<file path="src/rtl/noc_pkg.sv">
// Shared bus-word layout helpers and TX FSM state type for the network interface.
package noc_pkg;

    localparam int DATA_LSB = 0;

    typedef enum logic {
        IDLE,
        SEND
    } tx_state_e;

    function automatic int bus_size(input int data_size, input int addr_size);
        return data_size + addr_size + 1;
    endfunction

    function automatic int addr_lsb(input int data_size);
        return DATA_LSB + data_size;
    endfunction

    function automatic int valid_bit(input int data_size, input int addr_size);
        return bus_size(data_size, addr_size) - 1;
    endfunction

endpackage

</file>
<file path="src/rtl/iface_fifo.sv">
// Synchronous FIFO (depth 2**LOG2) with full/empty/count status; push is ignored when full.
module iface_fifo #(
    parameter int WIDTH = 36,
    parameter int LOG2  = 2
) (
    input  logic             clk,
    input  logic             a_rst,
    input  logic             push,
    input  logic [WIDTH-1:0] wdata,
    input  logic             pop,
    output logic [WIDTH-1:0] rdata,
    output logic             full,
    output logic             empty,
    output logic [LOG2:0]    count
);

    localparam int DEPTH = 2 ** LOG2;

    logic [WIDTH-1:0] mem_q [DEPTH];
    logic [LOG2-1:0]  wr_ptr_q, wr_ptr_d;
    logic [LOG2-1:0]  rd_ptr_q, rd_ptr_d;
    logic [LOG2:0]    count_q, count_d;
    logic             do_push, do_pop;

    always_comb begin
        do_push  = push && !full;
        do_pop   = pop && !empty;
        wr_ptr_d = wr_ptr_q;
        rd_ptr_d = rd_ptr_q;
        count_d  = count_q;
        if (do_push) begin
            wr_ptr_d = wr_ptr_q + LOG2'(1);
        end
        if (do_pop) begin
            rd_ptr_d = rd_ptr_q + LOG2'(1);
        end
        case ({do_push, do_pop})
            2'b10:   count_d = count_q + (LOG2 + 1)'(1);
            2'b01:   count_d = count_q - (LOG2 + 1)'(1);
            default: count_d = count_q;
        endcase
    end

    always_ff @(posedge clk or posedge a_rst) begin
        if (a_rst) begin
            wr_ptr_q <= '0;
            rd_ptr_q <= '0;
            count_q  <= '0;
        end else begin
            wr_ptr_q <= wr_ptr_d;
            rd_ptr_q <= rd_ptr_d;
            count_q  <= count_d;
        end
    end

    always_ff @(posedge clk) begin
        if (do_push) begin
            mem_q[wr_ptr_q] <= wdata;
        end
    end

    assign rdata = mem_q[rd_ptr_q];
    assign full  = (count_q == (LOG2 + 1)'(DEPTH));
    assign empty = (count_q == '0);
    assign count = count_q;

endmodule

</file>
<file path="src/rtl/net_iface.sv">
// Local-port network interface: core TX FIFO -> switch, switch -> one-entry RX buffer.
// Define NET_IFACE_ADDR_CHECK_EN to drop misaddressed RX words and count them on misroute_cnt.
module net_iface
    import noc_pkg::*;
#(
    parameter int DATA_SIZE = 32,
    parameter int ADDR_SIZE = 4,
    parameter int ADDR      = 0,
    parameter int TX_LOG2   = 2,
    localparam int BUS_SIZE = bus_size(DATA_SIZE, ADDR_SIZE)
) (
    input  logic                 clk,
    input  logic                 a_rst,
    input  logic                 tx_valid,
    output logic                 tx_ready,
    input  logic [ADDR_SIZE-1:0] tx_addr,
    input  logic [DATA_SIZE-1:0] tx_data,
    output logic                 rx_valid,
    input  logic                 rx_ready,
    output logic [ADDR_SIZE-1:0] rx_addr,
    output logic [DATA_SIZE-1:0] rx_data,
    output logic                 sw_wr_ready_out,
    input  logic                 sw_r_ready_in,
    output logic [BUS_SIZE-1:0]  sw_data_o,
    input  logic                 sw_wr_ready_in,
    output logic                 sw_r_ready_out,
    input  logic [BUS_SIZE-1:0]  sw_data_i
`ifdef NET_IFACE_ADDR_CHECK_EN
    ,
    output logic [15:0]          misroute_cnt
`endif
);

    localparam int VB    = valid_bit(DATA_SIZE, ADDR_SIZE);
    localparam int AL    = addr_lsb(DATA_SIZE);
    localparam int DEPTH = 2 ** TX_LOG2;

    tx_state_e            state_q, state_d;
    logic [BUS_SIZE-1:0]  sw_data_q, sw_data_d;
    logic                 fifo_pop, fifo_full, fifo_empty;
    logic [BUS_SIZE-2:0]  fifo_head;
    logic [TX_LOG2:0]     fifo_count;

    iface_fifo #(
        .WIDTH (BUS_SIZE - 1),
        .LOG2  (TX_LOG2)
    ) u_tx_fifo (
        .clk   (clk),
        .a_rst (a_rst),
        .push  (tx_valid && tx_ready),
        .wdata ({tx_addr, tx_data}),
        .pop   (fifo_pop),
        .rdata (fifo_head),
        .full  (fifo_full),
        .empty (fifo_empty),
        .count (fifo_count)
    );

    assign tx_ready = !fifo_full;

    always_comb begin
        state_d   = state_q;
        sw_data_d = sw_data_q;
        fifo_pop  = 1'b0;
        case (state_q)
            IDLE: begin
                if (!fifo_empty) begin
                    sw_data_d = {1'b1, fifo_head};
                    state_d   = SEND;
                end
            end
            SEND: begin
                if (sw_r_ready_in) begin
                    fifo_pop  = 1'b1;
                    sw_data_d = '0;
                    state_d   = IDLE;
                end
            end
            default: begin
                sw_data_d = '0;
                state_d   = IDLE;
            end
        endcase
    end

    assign sw_wr_ready_out = (state_q == SEND);
    assign sw_data_o       = sw_data_q;

    logic                 rx_full_q, rx_full_d;
    logic [ADDR_SIZE-1:0] rx_addr_q, rx_addr_d;
    logic [DATA_SIZE-1:0] rx_data_q, rx_data_d;
    logic [15:0]          misroute_q, misroute_d;
    logic                 capture, addr_hit;

    always_comb begin
        rx_full_d  = rx_full_q;
        rx_addr_d  = rx_addr_q;
        rx_data_d  = rx_data_q;
        misroute_d = misroute_q;
        capture    = sw_wr_ready_in && !rx_full_q;
`ifdef NET_IFACE_ADDR_CHECK_EN
        addr_hit   = (sw_data_i[AL +: ADDR_SIZE] == ADDR_SIZE'(ADDR));
`else
        addr_hit   = 1'b1;
`endif
        if (rx_full_q && rx_ready) begin
            rx_full_d = 1'b0;
        end
        if (capture && sw_data_i[VB]) begin
            if (addr_hit) begin
                rx_full_d = 1'b1;
                rx_addr_d = sw_data_i[AL +: ADDR_SIZE];
                rx_data_d = sw_data_i[DATA_LSB +: DATA_SIZE];
            end else if (misroute_q != '1) begin
                misroute_d = misroute_q + 16'd1;
            end
        end
    end

    always_ff @(posedge clk or posedge a_rst) begin
        if (a_rst) begin
            state_q    <= IDLE;
            sw_data_q  <= '0;
            rx_full_q  <= 1'b0;
            rx_addr_q  <= '0;
            rx_data_q  <= '0;
            misroute_q <= '0;
        end else begin
            state_q    <= state_d;
            sw_data_q  <= sw_data_d;
            rx_full_q  <= rx_full_d;
            rx_addr_q  <= rx_addr_d;
            rx_data_q  <= rx_data_d;
            misroute_q <= misroute_d;
        end
    end

    // Gated by reset so every output except tx_ready reads 0 while a_rst is held.
    assign sw_r_ready_out = !rx_full_q && !a_rst;
    assign rx_valid       = rx_full_q;
    assign rx_addr        = rx_addr_q;
    assign rx_data        = rx_data_q;

`ifdef NET_IFACE_ADDR_CHECK_EN
    assign misroute_cnt = misroute_q;
`else
    logic unused_misroute;
    assign unused_misroute = ^misroute_q;
`endif

    count_matches_full: assert property (@(posedge clk) disable iff (a_rst)
        fifo_full == (fifo_count == (TX_LOG2 + 1)'(DEPTH)));

endmodule
</file>
<file path="config.mk">
export PLATFORM = sky130hd
export DESIGN_NAME = net_iface
export DESIGN_NICKNAME = d
export VERILOG_FILES = /design/src/rtl/noc_pkg.sv /design/src/rtl/iface_fifo.sv /design/src/rtl/net_iface.sv
export SDC_FILE = /design/constraint.sdc
export NUM_CORES = 1
export LEC_CHECK = 0
export ABC_CLOCK_PERIOD_IN_PS = 4600
export CELL_PAD_IN_SITES_DETAIL_PLACEMENT = 0
export CELL_PAD_IN_SITES_GLOBAL_PLACEMENT = 1
export CORE_MARGIN = 3
export CORE_UTILIZATION = 48
export DETAILED_ROUTE_END_ITERATION = 10
export HOLD_SLACK_MARGIN = 0.08
export PLACE_DENSITY_LB_ADDON = 0.1
export SETUP_SLACK_MARGIN = 0.15
export SLEW_MARGIN = 20
export SYNTH_ARGS = -nofsm -noshare
export SYNTH_HDL_FRONTEND = slang
export SYNTH_SLANG_ARGS = --single-unit
</file>
<file path="constraint.sdc">
create_clock -name clk -period 4.6 [get_ports clk]
set_input_delay 0.46 -clock clk [delete_from_list [all_inputs] [get_ports clk]]
set_output_delay 0.46 -clock clk [all_outputs]
set_load 0.03 [all_outputs]
</file>
==> impl_metrics.json, run 1 <==
{
  "status": "complete, no violations",
  "synth_area_mm2": 0.00834,
  "drv_cap": 0,
  "pwr-share-seq_pct": 43.6,
  "maxUsedRoutingLayer": "met5",
  "hold_violations": 0,
  "ys.flop_type": "edfxtp_1",
  "setup_ws_ps": 2170,
  "fin_util_pct": 64.4,
  "drt.antenna.violating_nets": 0,
  "wirelength_um": 16000,
  "drc": 0,
  "r2r_end": "u_tx_fifo.count[2]",
  "yosysUniqueCellTypes": 27,
  "first_pass_iters": 4,
  "startpoint_type": "flop",
  "die_x_um": 138,
  "start_util_pct": 49.6,
  "p_switching_uw": 2060,
  "dieHeight_um": 138,
  "clockPowerShare_pct": 26.3,
  "period_needed_ps": 2430,
  "grt_overflow_total": 0,
  "critPathMaxFanout": 6,
  "h-tree-depth": 1,
  "synth_seq_cells": 226,
  "cts_tree": "built",
  "hpwl_um": 9800,
  "dr_wl_met3_um": 1330,
  "ys.warnings.count": 0,
  "hold_ws_ps": 481,
  "syn_inst": 393,
  "clk_latency_ps": 500,
  "grt_pass1_vias": 4428,
  "grtUsageTotal_pct": 16.7,
  "share_comb_of_total_power_pct": 30.1,
  "p_sw_share_pct": 30.1,
  "clkSinkCount": 226,
  "cts_buffers": 23,
  "num_antenna_cells": 0,
  "cts_root_buf": "clkbuf_16",
  "post_cts_resize_count": 0,
  "finClkSkew_ps": 15.0,
  "grt_start_max_net_pins": 54,
  "reg2reg_from": "u_tx_fifo.count[0]",
  "port_buffers": 155,
  "drt-initial-drc-count": 203,
  "period_share_pct": 52.9,
  "yosysSeqAreaShare_pct": 76.4,
  "synth.avg_cell_area_um2": 21.2,
  "tightestPinTransition_ps": 1010,
  "grt_pass1_wl_um": 24300,
  "crit_path_end": "tx_ready",
  "num_vias": 4274,
  "pin_count": 156,
  "cts_hold_buf": 0,
  "viasPerCell": 5.39,
  "worst_ep_required_time_ps": 4140,
  "rows": 47,
  "cellLeakagePower_uw": 0.00400,
  "setup_viol": 0,
  "rrSetupSlack_ps": 2310,
  "synth_edf_count": 144,
  "synthArstFlopShare_pct": 36.3,
  "endpoint_kind": "output pin",
  "ir_worst_vdd_v": 0.000379,
  "dp_worst_setup_slack_ps": 2210,
  "crit_type": "flop to output pin",
  "fin_nets": 642,
  "finalSetupTns_ps": 0,
  "syn_nets": 478,
  "place.gp.congestion": 0.666,
  "wl_met2_um": 7630,
  "intPower_uw": 4790,
  "cts.path.max_buffers": 3,
  "fin_area_mm2": 0.0108,
  "clk_pin_slew_ps": 60,
  "wirelength_met1_um": 6760,
  "fmax_mhz": 411,
  "crit_arrival_ps": 1970,
  "dieArea_mm2": 0.0190,
  "slew_viol_final": 0,
  "hold_path.class": "flop to flop",
  "max-slew-margin-rel_pct": 32.4,
  "post_cts_buffers": 0,
  "wl_per_cell_um": 20.1,
  "antenna_found_initial": 1,
  "r2r_cells": 9,
  "core-area_mm2": 0.0168,
  "grt_setup_unrepaired": "false",
  "p_per_area_mw_per_mm2": 633,
  "drive_above_1_share_pct": 20.9,
  "dpl-instance-area_mm2": 0.0101,
  "cp-startpoint": "u_tx_fifo.count[0]",
  "syn_to_final_growth_pct": 29.8
}
per-layer routing:
metal	track usage [%]	vias up
li1	-	1896
met1	22.6	2187
met2	27.7	165
met3	4.02	24
met4	4.28	2
met5	0	-
power groups by stage:
| stage | clock network, uW | registers, uW | logic [uW] |
|---|---|---|---|
| 2_1_floorplan | 0 | 3260 | 1080 |
| 3_3_place_gp | 0 | 3010 | 2070 |
| 3_5_place_dp | 0 | 3040 | 2090 |
| 4_1_cts | 1860 | 3000 | 2110 |
| 5_1_grt | 1950 | 3050 | 2200 |
| 6_report | 1800 | 2980 | 2060 |
worst max-delay path: stages, from the launching register on:
cell and delay [ps]:
dfrtp_1 430, or3b_4 450, clkdlybuf4s50_1 610
layout by cell type, fill, tap and decap left out, types with 2 or more instances in the layout:
| cell type | n |
|---|---|
| a22o_1 | 36 |
| and3_2 | 4 |
| buf_4 | 2 |
| bufinv_16 | 3 |
| clkbuf_1 | 8 |
| clkbuf_16 | 23 |
| clkdlybuf4s50_1 | 155 |
| clkinv_1 | 2 |
| clkinv_2 | 4 |
| dfrtp_1 | 80 |
| dfrtp_2 | 2 |
| edfxtp_1 | 144 |
| ha_1 | 5 |
| inv_1 | 8 |
| mux2_2 | 37 |
| mux2i_1 | 2 |
| mux4_2 | 36 |
| nand2_1 | 2 |
| nor2_1 | 2 |
| xnor2_1 | 3 |
| xor2_1 | 3 |
worst min path at each step:
stage,startpoint,to,slack (ps),cells after the start
floorplan,u_tx_fifo.count[2],u_tx_fifo.count[2],490,1
global placement,sw_data_o[36],sw_data_o[36],470,1
detailed placement,sw_data_o[36],sw_data_o[36],470,1
CTS,sw_data_o[36],sw_data_o[36],490,1
global route,sw_data_o[36],sw_data_o[36],500,1
finish,sw_data_o[36],sw_data_o[36],480,1
Yosys cell counts (2+ instances only):
master,count,share of area [%]
xor2_1,3,0.32
dfrtp_1,82,25
a22o_1,36,3.8
ha_1,5,0.75
edfxtp_1,144,52
buf_2,8,0.48
mux2i_1,2,0.24
clkbuf_1,6,0.27
nor2_1,2,0.090
nand2_1,2,0.090
buf_6,3,0.40
inv_1,9,0.40
xnor2_1,3,0.32
mux2_2,37,5.0
mux4_2,36,9.7
and3_2,4,0.36
logic make-up (layout without fill, tap and decap cells):
family	count (synthesis)	count (layout)	synth area share, %
mux	76	76	15.1
flops	226	226	76.4
buf+inv	27	207	1.65
xor+xnor	6	6	0.630
compound gates	39	39	4.06
simple gates	13	13	1.10
fa+ha+maj	6	6	0.990
area by class of cell:
cell class | instances | area (um^2)
clock buffers | 32 | 619
clock inverters | 9 | 118
fillers | 1198 | 5990
inverters | 9 | 36.3
multi-input cells | 140 | 1830
flip-flops and latches | 226 | 6380
well taps | 220 | 275
repair buffers | 157 | 1570
through the flow:
| stage | cells | total power [uW] |
|---|---|---|
| 2_1_floorplan | 393 | 4340 |
| 3_3_place_gp | 752 | 5090 |
| 3_5_place_dp | 752 | 5130 |
| 4_1_cts | 793 | 6970 |
| 5_1_grt | 793 | 7190 |
| 6_report | 793 | 6850 |
registers in the layout (all words and copies together) (netlist names):
name	count
sw_data_o	37
u_tx_fifo.mem_q	144
u_tx_fifo.rd_ptr_q	2
sw_wr_ready_out	1
rx_data	32
rx_valid	1
rx_addr	4
u_tx_fifo.wr_ptr_q	2
u_tx_fifo.count	3
(Power assumes the default switching activity.)
==> run 2: changes to the inputs <==
--- a/config.mk
+++ b/config.mk
@@ -5,11 +5,11 @@
 export SDC_FILE = /design/constraint.sdc
 export NUM_CORES = 1
 export LEC_CHECK = 0
-export ABC_CLOCK_PERIOD_IN_PS = 4600
+export ABC_CLOCK_PERIOD_IN_PS = 2400
 export CELL_PAD_IN_SITES_DETAIL_PLACEMENT = 0
 export CELL_PAD_IN_SITES_GLOBAL_PLACEMENT = 1
 export CORE_MARGIN = 3
-export CORE_UTILIZATION = 48
+export CORE_UTILIZATION = 44
 export DETAILED_ROUTE_END_ITERATION = 10
 export HOLD_SLACK_MARGIN = 0.08
 export PLACE_DENSITY_LB_ADDON = 0.1
==> constraint.sdc (replaced) <==
create_clock -name clk -period 2.4 [get_ports clk]
set_input_delay 0.24 -clock clk [delete_from_list [all_inputs] [get_ports clk]]
set_output_delay 0.24 -clock clk [all_outputs]
set_load 0.03 [all_outputs]
==> run 2 against run 1 <==
Against the previous run:
- sequential cell count stayed put
- critical path type is now flop to flop
- cell count rose by 2.9%
- total power grew 97%
- non-clock buffer count increased by 11
- global-route usage hardly changed
- clock-buffer cell count increased by 2
- largest cell class unchanged
- first-iteration DRC count fell by 15%
- wire length rose by 6.9%
- utilization down 3.8 points
==> impl_metrics.json, run 2 (synthesis gave the netlist of run 1 again) <==
{
  "syn_to_final_growth_pct": 32.7,
  "h-tree-depth": 1,
  "cts_root_buf": "clkbuf_16",
  "finClkSkew_ps": 17.9,
  "cellLeakagePower_uw": 0.00411,
  "first_pass_iters": 4,
  "drive_above_1_share_pct": 23.9,
  "grt_pass1_vias": 4817,
  "fin_area_mm2": 0.0111,
  "multiInputGateArea_mm2": 0.00184,
  "clkSinkCount": 226,
  "wl_per_cell_um": 20.9,
  "largest_reg_flops": 144,
  "port_buffers": 155,
  "cts_hold_buf": 0,
  "antenna_found_initial": 0,
  "layout_common_cells": "clkdlybuf4s50_1 (154), edfxtp_1 (144), dfrtp_1 (79)",
  "endpoint_kind": "flop",
  "dieArea_mm2": 0.0206,
  "grt_setup_unrepaired": "false",
  "fill_cells": 1362,
  "final_common_cell": "clkdlybuf4s50_1",
  "drt-initial-drc-count": 172,
  "fin_nets": 654,
  "start_util_pct": 45.7,
  "num_vias": 4329,
  "startpoint_type": "flop",
  "crit_arrival_ps": 2620,
  "period_needed_ps": 2190,
  "hpwl_um": 10100,
  "max-slew-margin-rel_pct": 37.4,
  "place.gp.congestion": 0.750,
  "rows": 49,
  "cts_tree": "built",
  "hold_path.class": "input pin to async pin",
  "drt.antenna.violating_nets": 0,
  "wirelength_um": 17100,
  "grt_overflow_total": 0,
  "pin_count": 156,
  "p_per_area_mw_per_mm2": 1220,
  "num_antenna_cells": 0,
  "critPathMaxFanout": 6,
  "finalSetupTns_ps": 0,
  "cts_buffers": 24,
  "grt_start_max_net_pins": 83,
  "ff_latch_area_mm2": 0.00638,
  "grtUsageTotal_pct": 16.7,
  "cts.path.max_buffers": 3,
  "grt_pass1_wl_um": 26500,
  "dieHeight_um": 144,
  "status": "complete, no violations",
  "fmax_mhz": 457,
  "viasPerCell": 5.31,
  "drv_cap": 0,
  "period_share_pct": 91.1,
  "hold_violations": 0,
  "slew_viol_final": 0,
  "dpl-instance-area_mm2": 0.0102,
  "ir_worst_vdd_v": 0.000674,
  "core-area_mm2": 0.0183,
  "largest_register": "u_tx_fifo.mem_q",
  "clk_latency_ps": 510,
  "clk_pin_slew_ps": 60,
  "setup_viol": 0,
  "tightestPinTransition_ps": 939,
  "drc": 0,
  "die_x_um": 144,
  "worst_ep_required_time_ps": 2830,
  "crit_type": "flop to flop"
}
## run 2: power breakdown
part           switching (uW)  internal, uW
Combinational            2260          2070
Sequential                431          5150
Clock                    1430          2180
Total                    4120          9390
## run 2: worst paths after layout
check / start / depth (start not counted) / slack [ps] / end
setup / recovery: u_tx_fifo.count[0] / 9 / 210 / u_tx_fifo.count[2]
hold / removal: a_rst / 3 / 300 / sw_data_o[25]
setup reg to reg: u_tx_fifo.count[0] / 9 / 210 / u_tx_fifo.count[2]
hold reg to reg: sw_data_o[36] / 1 / 480 / sw_data_o[36]
max in group asynchronous: a_rst / 3 / 1710 / u_tx_fifo.count[0]
min in group clk: rx_ready / 2 / 320 / rx_valid
## run 2: area by class of cell
class,instances,share of cell area (%)
multi-input combinational,140,16.6
clock inverter,10,0.690
sequential,226,57.7
tap,229,2.59
timing repair buffer,168,15.7
inverter,9,0.339
clock buffer,34,6.46
## run 2: what timing repair did
action	CTS	global route
setup buffers	0	3
resized for setup	1	2
endpoints found under the setup margin	1	1
## run 2: through the flow
step           util [%]  setup WS (ps)  hold WS (ps)  std cells  power, uW
3_3_place_gp       56.1            229           460        769       9940
5_1_grt            60.6            154           316        816      14200
2_1_floorplan         -            235           333        393       8310
4_1_cts            60.4            171           299        813      13700
3_5_place_dp       56.1            201           472        769      10000
6_report           60.6            214           295        816      13500
## run 2: per-layer routing
layer | track usage [%] | wire length, um | vias to the layer above
met4 | 4.16 | 261 | 0
met2 | 28.6 | 8160 | 149
met3 | 3.83 | 1180 | 25
li1 | - | - | 1930
met5 | 0 | 0 | -
met1 | 21.9 | 7470 | 2225
## run 2: worst max-delay path, cell delays in order, from the launching register on
cell	delay, ps
dfrtp_2	410
or3b_4	430
and2_4	190
inv_1	60
ha_2	180
inv_1	50
fa_1	370
xor2_1	150
nor2_1	110
xor2_1	160
